## config.mk

```make
export PLATFORM = sky130hd
export DESIGN_NAME = i_fetch
export DESIGN_NICKNAME = d
export VERILOG_FILES = /design/src/rtl/i_fetch.sv
export SDC_FILE = /design/constraint.sdc
export NUM_CORES = 1
export LEC_CHECK = 0
export ABC_AREA = 0
export CAP_MARGIN = 10
export CORE_MARGIN = 4
export CORE_UTILIZATION = 48
export CTS_CLUSTER_DIAMETER = 40
export DETAILED_ROUTE_END_ITERATION = 10
export PLACE_DENSITY = 0.78
export SETUP_SLACK_MARGIN = 0.5
export SLEW_MARGIN = 20
export SYNTH_ARGS = -nofsm -noshare
export SYNTH_HDL_FRONTEND = slang
export SYNTH_SLANG_ARGS = --single-unit
```

## constraint.sdc

```tcl
create_clock -name clock -period 4.5 [get_ports clock]
set_input_delay 0.9 -clock clock [delete_from_list [all_inputs] [get_ports clock]]
set_output_delay 0.9 -clock clock [all_outputs]
set_load 0.05 [all_outputs]
```

## src/rtl/i_fetch.sv

```systemverilog
// Instruction fetch: owns the PC, reads the combinational instruction ROM and
// buffers {pc, inst} pairs in a 2-entry FIFO toward decode (valid/ready).
module i_fetch #(
    parameter logic [31:0] RESET_PC = 32'h0000_0000
) (
    input  logic        clock,
    input  logic        reset,
    output logic [31:0] address,
    input  logic [31:0] i_in,
    input  logic        redirect,
    input  logic [31:0] redirect_pc,
    output logic [31:0] inst_out,
    output logic [31:0] pc_out,
    output logic        valid_out,
    input  logic        ready_in,
    output logic        misalign
);

    logic [31:0] r_pc;
    logic [31:0] r_buf_pc   [2];
    logic [31:0] r_buf_inst [2];
    logic        r_rd_ptr;
    logic        r_wr_ptr;
    logic [1:0]  r_count;
    logic        r_misalign;

    logic        w_pop;
    logic        w_push;

    assign w_pop  = valid_out & ready_in;
    // A pop frees a slot in the same edge, so a full buffer can still accept a push.
    assign w_push = !redirect & ((r_count != 2'd2) | w_pop);

    always_ff @(posedge clock or negedge reset) begin
        if (!reset) begin
            r_pc       <= RESET_PC;
            r_rd_ptr   <= 1'b0;
            r_wr_ptr   <= 1'b0;
            r_count    <= 2'd0;
            r_misalign <= 1'b0;
        end else if (redirect) begin
            r_pc     <= {redirect_pc[31:2], 2'b00};
            r_rd_ptr <= 1'b0;
            r_wr_ptr <= 1'b0;
            r_count  <= 2'd0;
            if (redirect_pc[1:0] != 2'b00) begin
                r_misalign <= 1'b1;
            end
        end else begin
            if (w_push) begin
                r_pc     <= r_pc + 32'd4;
                r_wr_ptr <= ~r_wr_ptr;
            end
            if (w_pop) begin
                r_rd_ptr <= ~r_rd_ptr;
            end
            r_count <= r_count + {1'b0, w_push} - {1'b0, w_pop};
        end
    end

    // Payload storage needs no reset: entries are only observed while counted.
    always_ff @(posedge clock) begin
        if (w_push) begin
            r_buf_pc[r_wr_ptr]   <= r_pc;
            r_buf_inst[r_wr_ptr] <= i_in;
        end
    end

    assign address   = r_pc;
    assign valid_out = (r_count != 2'd0);
    assign inst_out  = r_buf_inst[r_rd_ptr];
    assign pc_out    = r_buf_pc[r_rd_ptr];
    assign misalign  = r_misalign;

endmodule
```

==> results of run 1 <==
[per-stage QoR]
step                hold WS [ns]  cells
floorplan                  0.541    441
global placement           0.451    762
detailed placement         0.465    762
CTS                        0.492    794
global route               0.525    794
finish                     0.485    794
[layout make-up]
| type | count | area, sq um |
|---|---|---|
| sequential | 159 | 4600 |
| fill | 964 | 4380 |
| multi-input combinational | 252 | 1890 |
| timing repair buffer | 169 | 1680 |
| clock buffer | 20 | 447 |
| tap | 176 | 220 |
| clock inverter | 12 | 113 |
| inverter | 6 | 22.5 |
[registers in the layout, summed over array words and instances (netlist names)]
register and flops:
r_buf_pc 60, r_wr_ptr 1, r_count 2, r_rd_ptr 1, address 30, r_buf_inst 64
misalign 1
[kinds of logic after synthesis]
| kind of cell | after synthesis | synth area share, % |
|---|---|---|
| multiplexers | 63 | 10.7 |
| adder cells (fa/ha/maj) | 3 | 0.567 |
| flip-flops | 159 | 69.5 |
| buffers and inverters | 30 | 2.35 |
| XOR/XNOR | 16 | 2.12 |
| other | 1 | 0.0567 |
| AND/OR/NAND/NOR | 120 | 10.2 |
| AO/OA/AOI/OAI | 46 | 4.50 |
[layer usage]
layer / wire (microns) / global-route usage [%] / vias up
met3: 1020 / 5.25 / 13
met1: 6350 / 24.9 / 2127
li1: - / - / 2013
met4: 147 / 6.19 / 0
met5: 0 / 0 / -
met2: 7320 / 30.8 / 201
[cells in the final DEF (no fill, tap or decap), drive strengths merged, types with 3 or more instances in the layout]
cell type,n
nand3,12
or3,4
nand4,9
edfxtp,124
clkdlybuf4s50,160
a31oi,12
xor2,4
and3,3
ha,3
o41ai,3
nand4b,5
nor3,8
clkinv,4
buf,9
clkinvlp,5
nor2,20
mux2,62
inv,8
clkbuf,20
xnor2,12
and4,5
or4,10
conb,4
nor4,6
o31ai,7
nand2b,3
dfrtp,35
nand2,28
o21ai,16
[how the worst max path moves through the flow]
stage / from / to / slack [ns] / cells after the start
4_1_cts: r_rd_ptr / pc_out[12] / 0.85 / 3
5_1_grt: r_rd_ptr / inst_out[26] / 0.81 / 3
2_1_floorplan: redirect / r_buf_inst[0][0] / 0.87 / 5
3_3_place_gp: ready_in / r_buf_inst[1][7] / 1.29 / 4
6_report: r_rd_ptr / pc_out[12] / 0.92 / 3
3_5_place_dp: ready_in / r_buf_inst[1][7] / 1.22 / 4
[critical path: stages, from the launching register on]
cell and delay [ns]:
dfrtp_2 0.75, buf_4 0.42, mux2_2 0.39, clkdlybuf4s50_1 0.71
[power groups by stage]
stage	clock network, mW	logic [mW]	registers [mW]
after CTS	1.37	1.73	1.95
after floorplan	0	1.09	2.02
after global placement	0	1.71	1.96
after global routing	1.44	1.79	1.97
final	1.34	1.71	1.95
after detailed placement	0	1.72	1.97
[cell usage after synthesis, types with 3 or more instances]
cell type and instances:
nand2_1 28, o41ai_1 3, nand4_1 8, buf_4 5, xnor2_1 12, a31oi_1 12
xor2_1 4, edfxtp_1 124, nor3_1 8, mux2_2 62, nand3_1 11, and4_1 5
nor2_1 20, and3_1 3, inv_1 5, dfrtp_1 35, clkbuf_1 10, or4_1 9
o21ai_0 16, nand2b_1 3, buf_1 4, nand4b_1 5, nor4_1 6, o31ai_1 7
ha_1 3
==> impl_metrics.env, run 1 <==
export IMPL_run_status="completed"
export IMPL_yosysUniqueCellTypes=49
export IMPL_die_h_microns=125
export IMPL_synth_edff_count=124
export IMPL_drt_iter0_drc=345
export IMPL_grt_overflow_total=0
export IMPL_whs_path_depth=1
export IMPL_worstSkewPairLatency_ns=0.41
export IMPL_post_route_min_period_ns=3.58
export IMPL_viasPerCell=5.48
export IMPL_vias=4354
export IMPL_path_class="reg2out"
export IMPL_final_max_slew_viol_count=0
export IMPL_fin_area_sq_um=8970
export IMPL_r2r_end="r_buf_inst[1][7]"
export IMPL_place_congestion=0.775
export IMPL_synth_area_leaders="edfxtp_1, dfrtp_1, mux2_2"
export IMPL_cts_tree="built"
export IMPL_sw_frac_of_total_pct=35.7
export IMPL_worst_ep_arrival_time_ns=2.68
export IMPL_reg2reg_slack_ns=2.20
export IMPL_min_from="misalign"
export IMPL_seq_power_share_pct=38.9
export IMPL_die_w_microns=125
export IMPL_worstHoldPathType="reg2reg"
export IMPL_ant_nets=0
export IMPL_fmax_mhz=279
export IMPL_r2r_cells=3
export IMPL_yosysSeqAreaShare_pct=69.5
export IMPL_postCtsHoldBufs=0
export IMPL_cts_buffers=17
export IMPL_syn_avg_cell_area_sq_um=15.1
export IMPL_power_density_nw_per_um2=558
export IMPL_cts_setup_buffers=0
export IMPL_fin_nets=676
export IMPL_clock_skew_ns=0.00651
export IMPL_ios=166
export IMPL_cts_sinks=159
export IMPL_startpoint_type="flip-flop"
export IMPL_dpl_cell_area_sq_um=8410
export IMPL_cp_data_required_time_ns=3.60
export IMPL_hold_end="misalign"
export IMPL_drive_gt1_share_pct=18.3
export IMPL_dp_hpwl_microns=9940
export IMPL_p_total_mw=5.00
export IMPL_clock_path_buffers=2
export IMPL_routed_wl_microns=14800
export IMPL_comb_power_share_pct=34.2
export IMPL_route_detailed_drc=0
export IMPL_tns_ns=0
export IMPL_worst_pin_slew_ns=0.947
export IMPL_synth_top_area_share_pct=56.3
export IMPL_grt_pass1_vias=4462
export IMPL_antenna_cells=0
export IMPL_reg2reg_from="r_count[1]"
export IMPL_dp_slack_ns=1.22
export IMPL_synthToLayoutAreaGrowth_pct=35.6
export IMPL_ys_ff_latch=159
export IMPL_row_count=42
export IMPL_synthFlopType="edfxtp_1"
export IMPL_dieArea_sq_um=15700
export IMPL_start_util_pct=49.6
export IMPL_io_buffers=161
export IMPL_p_leak_nw=3.11
export IMPL_timing_final_setup_violations=0
export IMPL_end_kind="primary output"
export IMPL_cts_root_buf="clkbuf_16"
export IMPL_drtPass1Iterations=5
export IMPL_synth_warnings=0
export IMPL_finalCoreUtilization_pct=67.2
export IMPL_slew_headroom_pct=36.9
export IMPL_antenna_found_initial=0
export IMPL_grt_max_degree=46
export IMPL_cts_resized=0
export IMPL_worst_slack_ns=0.921
export IMPL_path_max_fanout=24
export IMPL_period_share_pct=79.5
export IMPL_ir_worst_vdd_mv=0.291
export IMPL_avgRoutedWirePerCell_microns=18.7
export IMPL_grtUsageTotal_pct=19.0
export IMPL_yosysTopAreaCell="edfxtp_1"
export IMPL_synth_cells=438
export IMPL_max_cap_viol_count=0
export IMPL_async_flop_share_pct=22.0
export IMPL_rsz0062_at_grt="no"
export IMPL_netlist_area_sq_um=6620
export IMPL_p_sw_mw=1.79
export IMPL_hold_viol_final=0
export IMPL_clkPwrFrac_pct=26.9
export IMPL_clk_pin_slew_ns=0.06
export IMPL_cts_htree_levels=4
export IMPL_core_area_sq_um=13300
export IMPL_grt_pass1_wl_microns=23500
export IMPL_p_int_mw=3.22
Note: power is estimated with default switching activity, not from simulation.
==> run 2: changes to the inputs <==
==> constraint.sdc (replaced) <==
create_clock -name clock -period 3.5 [get_ports clock]
set_input_delay 0.7 -clock clock [delete_from_list [all_inputs] [get_ports clock]]
set_output_delay 0.7 -clock clock [all_outputs]
set_load 0.05 [all_outputs]
==> impl_metrics.env, run 2 (synthesis gave the netlist of run 1 again) <==
export IMPL_multi_input_area_sq_um=1890
export IMPL_end_kind="primary output"
export IMPL_core_area_sq_um=13300
export IMPL_clock_skew_ns=0.00734
export IMPL_seq_power_share_pct=39.4
export IMPL_row_count=42
export IMPL_vias=4371
export IMPL_grt_pass1_vias=4504
export IMPL_largest_register="r_buf_inst"
export IMPL_worst_ep_arrival_time_ns=2.12
export IMPL_final_max_slew_viol_count=0
export IMPL_startpoint_type="flip-flop"
export IMPL_worst_slack_ns=0.684
export IMPL_grt_pass1_wl_microns=24200
export IMPL_final_common_cell="edfxtp_1"
export IMPL_synthToLayoutAreaGrowth_pct=35.0
export IMPL_fin_nets=675
export IMPL_rsz0062_at_grt="no"
export IMPL_viasPerCell=5.51
export IMPL_run_status="completed"
export IMPL_timing_final_setup_violations=0
export IMPL_p_leak_nw=3.19
export IMPL_post_route_min_period_ns=2.82
export IMPL_max_cap_viol_count=0
export IMPL_start_util_pct=49.6
export IMPL_endpoint="pc_out[3]"
export IMPL_worst_pin_slew_ns=0.947
export IMPL_cts_buffers=17
export IMPL_comb_power_share_pct=33.2
export IMPL_grtUsageTotal_pct=19.7
export IMPL_reg2reg_slack_ns=1.18
export IMPL_route_detailed_drc=0
export IMPL_drive_gt1_share_pct=17.7
export IMPL_antenna_cells=0
export IMPL_drtPass1Iterations=5
export IMPL_regArea_sq_um=4600
export IMPL_cp_data_required_time_ns=2.80
export IMPL_die_w_microns=125
export IMPL_largest_reg_flops=64
export IMPL_clock_path_buffers=2
export IMPL_drt_iter0_drc=320
export IMPL_fin_area_sq_um=8930
export IMPL_avgRoutedWirePerCell_microns=18.8
export IMPL_stdcell_count=793
export IMPL_r2r_end="address[20]"
export IMPL_ant_nets=0
export IMPL_slew_headroom_pct=36.6
export IMPL_r2r_cells=5
export IMPL_fmax_mhz=355
export IMPL_dp_cells=761
export IMPL_hold_viol_final=0
export IMPL_fillers=995
export IMPL_worstSkewPairLatency_ns=0.42
export IMPL_clkPwrFrac_pct=27.4
export IMPL_grt_max_degree=46
export IMPL_reg2reg_from="address[2]"
export IMPL_power_density_nw_per_um2=710
export IMPL_postCtsHoldBufs=0
export IMPL_ios=166
export IMPL_tns_ns=0
export IMPL_dieArea_sq_um=15700
export IMPL_path_max_fanout=17
export IMPL_dpl_cell_area_sq_um=8430
export IMPL_routed_wl_microns=14900
export IMPL_cts_tree="built"
export IMPL_antenna_found_initial=0
export IMPL_die_h_microns=125
export IMPL_cts_root_buf="clkbuf_16"
export IMPL_clk_pin_slew_ns=0.06
export IMPL_dp_slack_ns=0.660
export IMPL_finalCoreUtilization_pct=66.9
export IMPL_path_class="reg2out"
export IMPL_startpoint="r_rd_ptr"
export IMPL_p_int_mw=4.09
export IMPL_cts_htree_levels=4
export IMPL_p_sw_mw=2.24
export IMPL_grt_overflow_total=0
export IMPL_period_share_pct=80.5
export IMPL_worstHoldPathType="in2async"
export IMPL_cts_sinks=159
export IMPL_final_cell_mix="edfxtp_1, clkdlybuf4s50_1, mux2_2"
export IMPL_place_congestion=0.816
export IMPL_sw_frac_of_total_pct=35.4
export IMPL_io_buffers=161
export IMPL_dp_hpwl_microns=10200
export IMPL_ir_worst_vdd_mv=0.346
-- run 2: cell types whose count changed in the layout (fill, tap and decap cells not counted), sizes merged --
| cell | change |
|---|---|
| clkinv | +4 |
| clkinvlp | -3 |
| inv | -2 |
| bufinv | +1 |
| buf | -1 |
| clkdlybuf4s50 | -49 |
| dlygate4sd2 | +49 |
-- run 2: how the worst min path moves through the flow --
stage,startpoint,to,slack (ns)
CTS,reset,address[27],0.40
detailed placement,misalign,misalign,0.46
global placement,misalign,misalign,0.45
finish,reset,misalign,0.40
floorplan,reset,address[10],0.40
global route,reset,address[30],0.44
-- run 2: metrics by stage --
stage	hold slack (ns)	total power, mW
after floorplan	0.404	3.99
after global placement	0.451	4.73
after detailed placement	0.457	4.77
after CTS	0.398	6.40
after global routing	0.436	6.60
final	0.395	6.34
-- run 2: layout make-up --
type	instances	share of cell area, %
Sequential cell	159	51.5
Multi-Input combinational cell	252	21.1
Timing Repair Buffer	168	18.3
Clock buffer	20	5.00
Tap cell	176	2.47
Clock inverter	12	1.33
Inverter	6	0.252
-- run 2: what timing repair did --
action / 4_1_cts / 5_1_grt
buffers inserted: 0 / 0
gates resized for setup: 50 / 0
endpoints found under the setup margin: 49 / 0
-- run 2: per-layer routing --
metal  wire (microns)  vias to the layer above  track usage (%)
met5                0                        -                0
met3             1020                       20             5.16
li1                 -                     2020                -
met1             6300                     2149             25.7
met2             7360                      182             31.9
met4              221                        0             7.21
-- run 2: power by group through the flow --
stage,Sequential (mW),Clock (mW),Combinational (mW)
final,2.49,1.74,2.10
after global placement,2.52,0,2.22
after CTS,2.50,1.78,2.13
after floorplan,2.59,0,1.40
after global routing,2.53,1.86,2.21
after detailed placement,2.53,0,2.24
-- run 2: critical path: stages, from the launching register on --
cell and delay (ns):
dfrtp_4 0.58, buf_4 0.31, mux2_2 0.37, dlygate4sd2_1 0.43
==> RTL change: new RTL, flow settings as in run 2 <==
Reset style: synchronous (`reset`), changed in one clocked block.
--- a/src/rtl/i_fetch.sv
+++ b/src/rtl/i_fetch.sv
@@ -32,5 +32,5 @@
     assign w_push = !redirect & ((r_count != 2'd2) | w_pop);
 
-    always_ff @(posedge clock or negedge reset) begin
+    always_ff @(posedge clock) begin
         if (!reset) begin
             r_pc       <= RESET_PC;
Behaviour: differs if reset is asserted again (counterexample within 4 cycles, from zero or initial values and one cycle with reset low); with reset held inactive, the same outputs for 4 cycles.
==> RTL change against run 2 <==
  * Wire length down 6.7%
  * Sequential cell count grew 1
  * Sequential share of layout area down 1.1 points
  * Synthesized area shrank 2.4%
  * Via count is 7.1% lower
  * Setup slack better by 0.039 ns
  * Critical endpoint is now pc_out[24]
  * Design area shrank 1.4%
Power is not compared: it rests on default switching activity, and its combinational part moved more than twofold at a synthesized area within 25%.
==> RTL change: results (changes against run 2) <==
[global_route]
grt_pass1_wl_um=21150  ; was 24190 um
grt_use_met1=0.2118  ; was 0.2570
met2_usage=0.3241  ; was 0.3189
grt_max_degree=57  ; was 46
use_met3=0.05495  ; was 0.05160
grt_util_all_layers=0.1840  ; was 0.1965

[setup_path]
critPathArrivalTime_ns=2.08  ; was 2.12 ns
cp_slowest_cell=dfxtp_2  ; was dfrtp_4
max_stage_delay_ns=0.52  ; was 0.58 ns
cp_max_fo=37  ; was 17

[synthesis]
synthTopCellsByCount=edfxtp_1, mux2_2, dfxtp_1, nand2_1, xor2_1  ; was edfxtp_1, mux2_2, dfrtp_1, nand2_1, nor2_1
synthTopCellsByArea=edfxtp_1, dfxtp_1, mux2_2  ; was edfxtp_1, dfrtp_1, mux2_2
synth_xor_area_frac=0.04477  ; was 0.02118
yosys_register_bits=160  ; was 159
synth_cell_types=37  ; was 49
synthMuxAreaShare=0.1081  ; was 0.1071
synth_compound_gate_area_share=0.04147  ; was 0.04502
synthAdderAreaFrac=0.005814  ; was 0.005674
yosysSeqAreaShare=0.6884  ; was 0.6953
synthArstFlopShare=0  ; was 0.2201

[run_status]
status=finished clean  ; unchanged

[clock_tree]
clkTransAtPathRegs_ns=0.06  ; about the same
numCtsBuffers=17  ; unchanged
clock_latency_ns=0.41

[sta]
slew_headroom=0.4826  ; was 0.3662
fin_skew_ns=0.006830  ; was 0.007341 ns

[drt]
wire_per_inst_um=17.60  ; was 18.79 um
wl_met3_um=1025  ; was 1022 um
num_vias=4059  ; was 4371
m1WireLength_um=5619  ; was 6300 um
drt_iter0_drc=240  ; was 320
drc=0  ; unchanged
wl_met2_um=7093  ; was 7360 um

[layout]
clock_area_frac=0.06549  ; was 0.06331
layout-drive-gt1-share=0.1824  ; was 0.1767
n_clock_buffer=18  ; was 20
multiInputGateArea_sq_um=1926  ; was 1886 sq um
n_all_inverters=2  ; was 6
seq_area_sq_um=4446  ; was 4603 sq um
nMultiInputCombCells=251  ; was 252
fin_nets=672  ; was 675
buffers=169  ; was 168
buf_share=0.1853  ; was 0.1831
largest-register=r_buf_inst  ; unchanged
fillers=990  ; was 995

[placement]
dp_hpwl_um=9516  ; was 10240 um

[min_path]
hold_path.class=reg -> reg  ; was in -> async

## RTL change: stage by stage
step,cells,power (uW),utilization,setup slack [ns],cell area [sq um]
final,790,4706,0.6677,0.7221,8807
after floorplan,435,2705,-,0.5541,6476
after detailed placement,758,2996,0.6289,0.5720,8295
after global routing,790,4880,0.6677,0.6217,8807
after CTS,790,4747,0.6677,0.6757,8807
after global placement,758,2984,0.6289,0.6471,8295
## RTL change: worst paths after layout
kind	from	endpoint	slack (ns)	cells past startpoint
worst max-delay path	flop	pc_out[24]	0.72	3
worst min-delay path	misalign	misalign	0.48	1
worst max register to register	r_count[0]	r_buf_inst[1][31]	1.43	3
worst min register to register	misalign	misalign	0.48	1
## RTL change: what timing repair did
action                                  4_1_cts  5_1_grt
hold endpoints to repair                      0        0
gates resized for setup                      52        0
endpoints found under the setup margin       52        0
## RTL change: report_power, final
group          internal [uW]  switching [uW]  leakage [uW]
clock                   1100             682      0.000275
sequential              2160            63.8       0.00148
combinational            249             446       0.00140
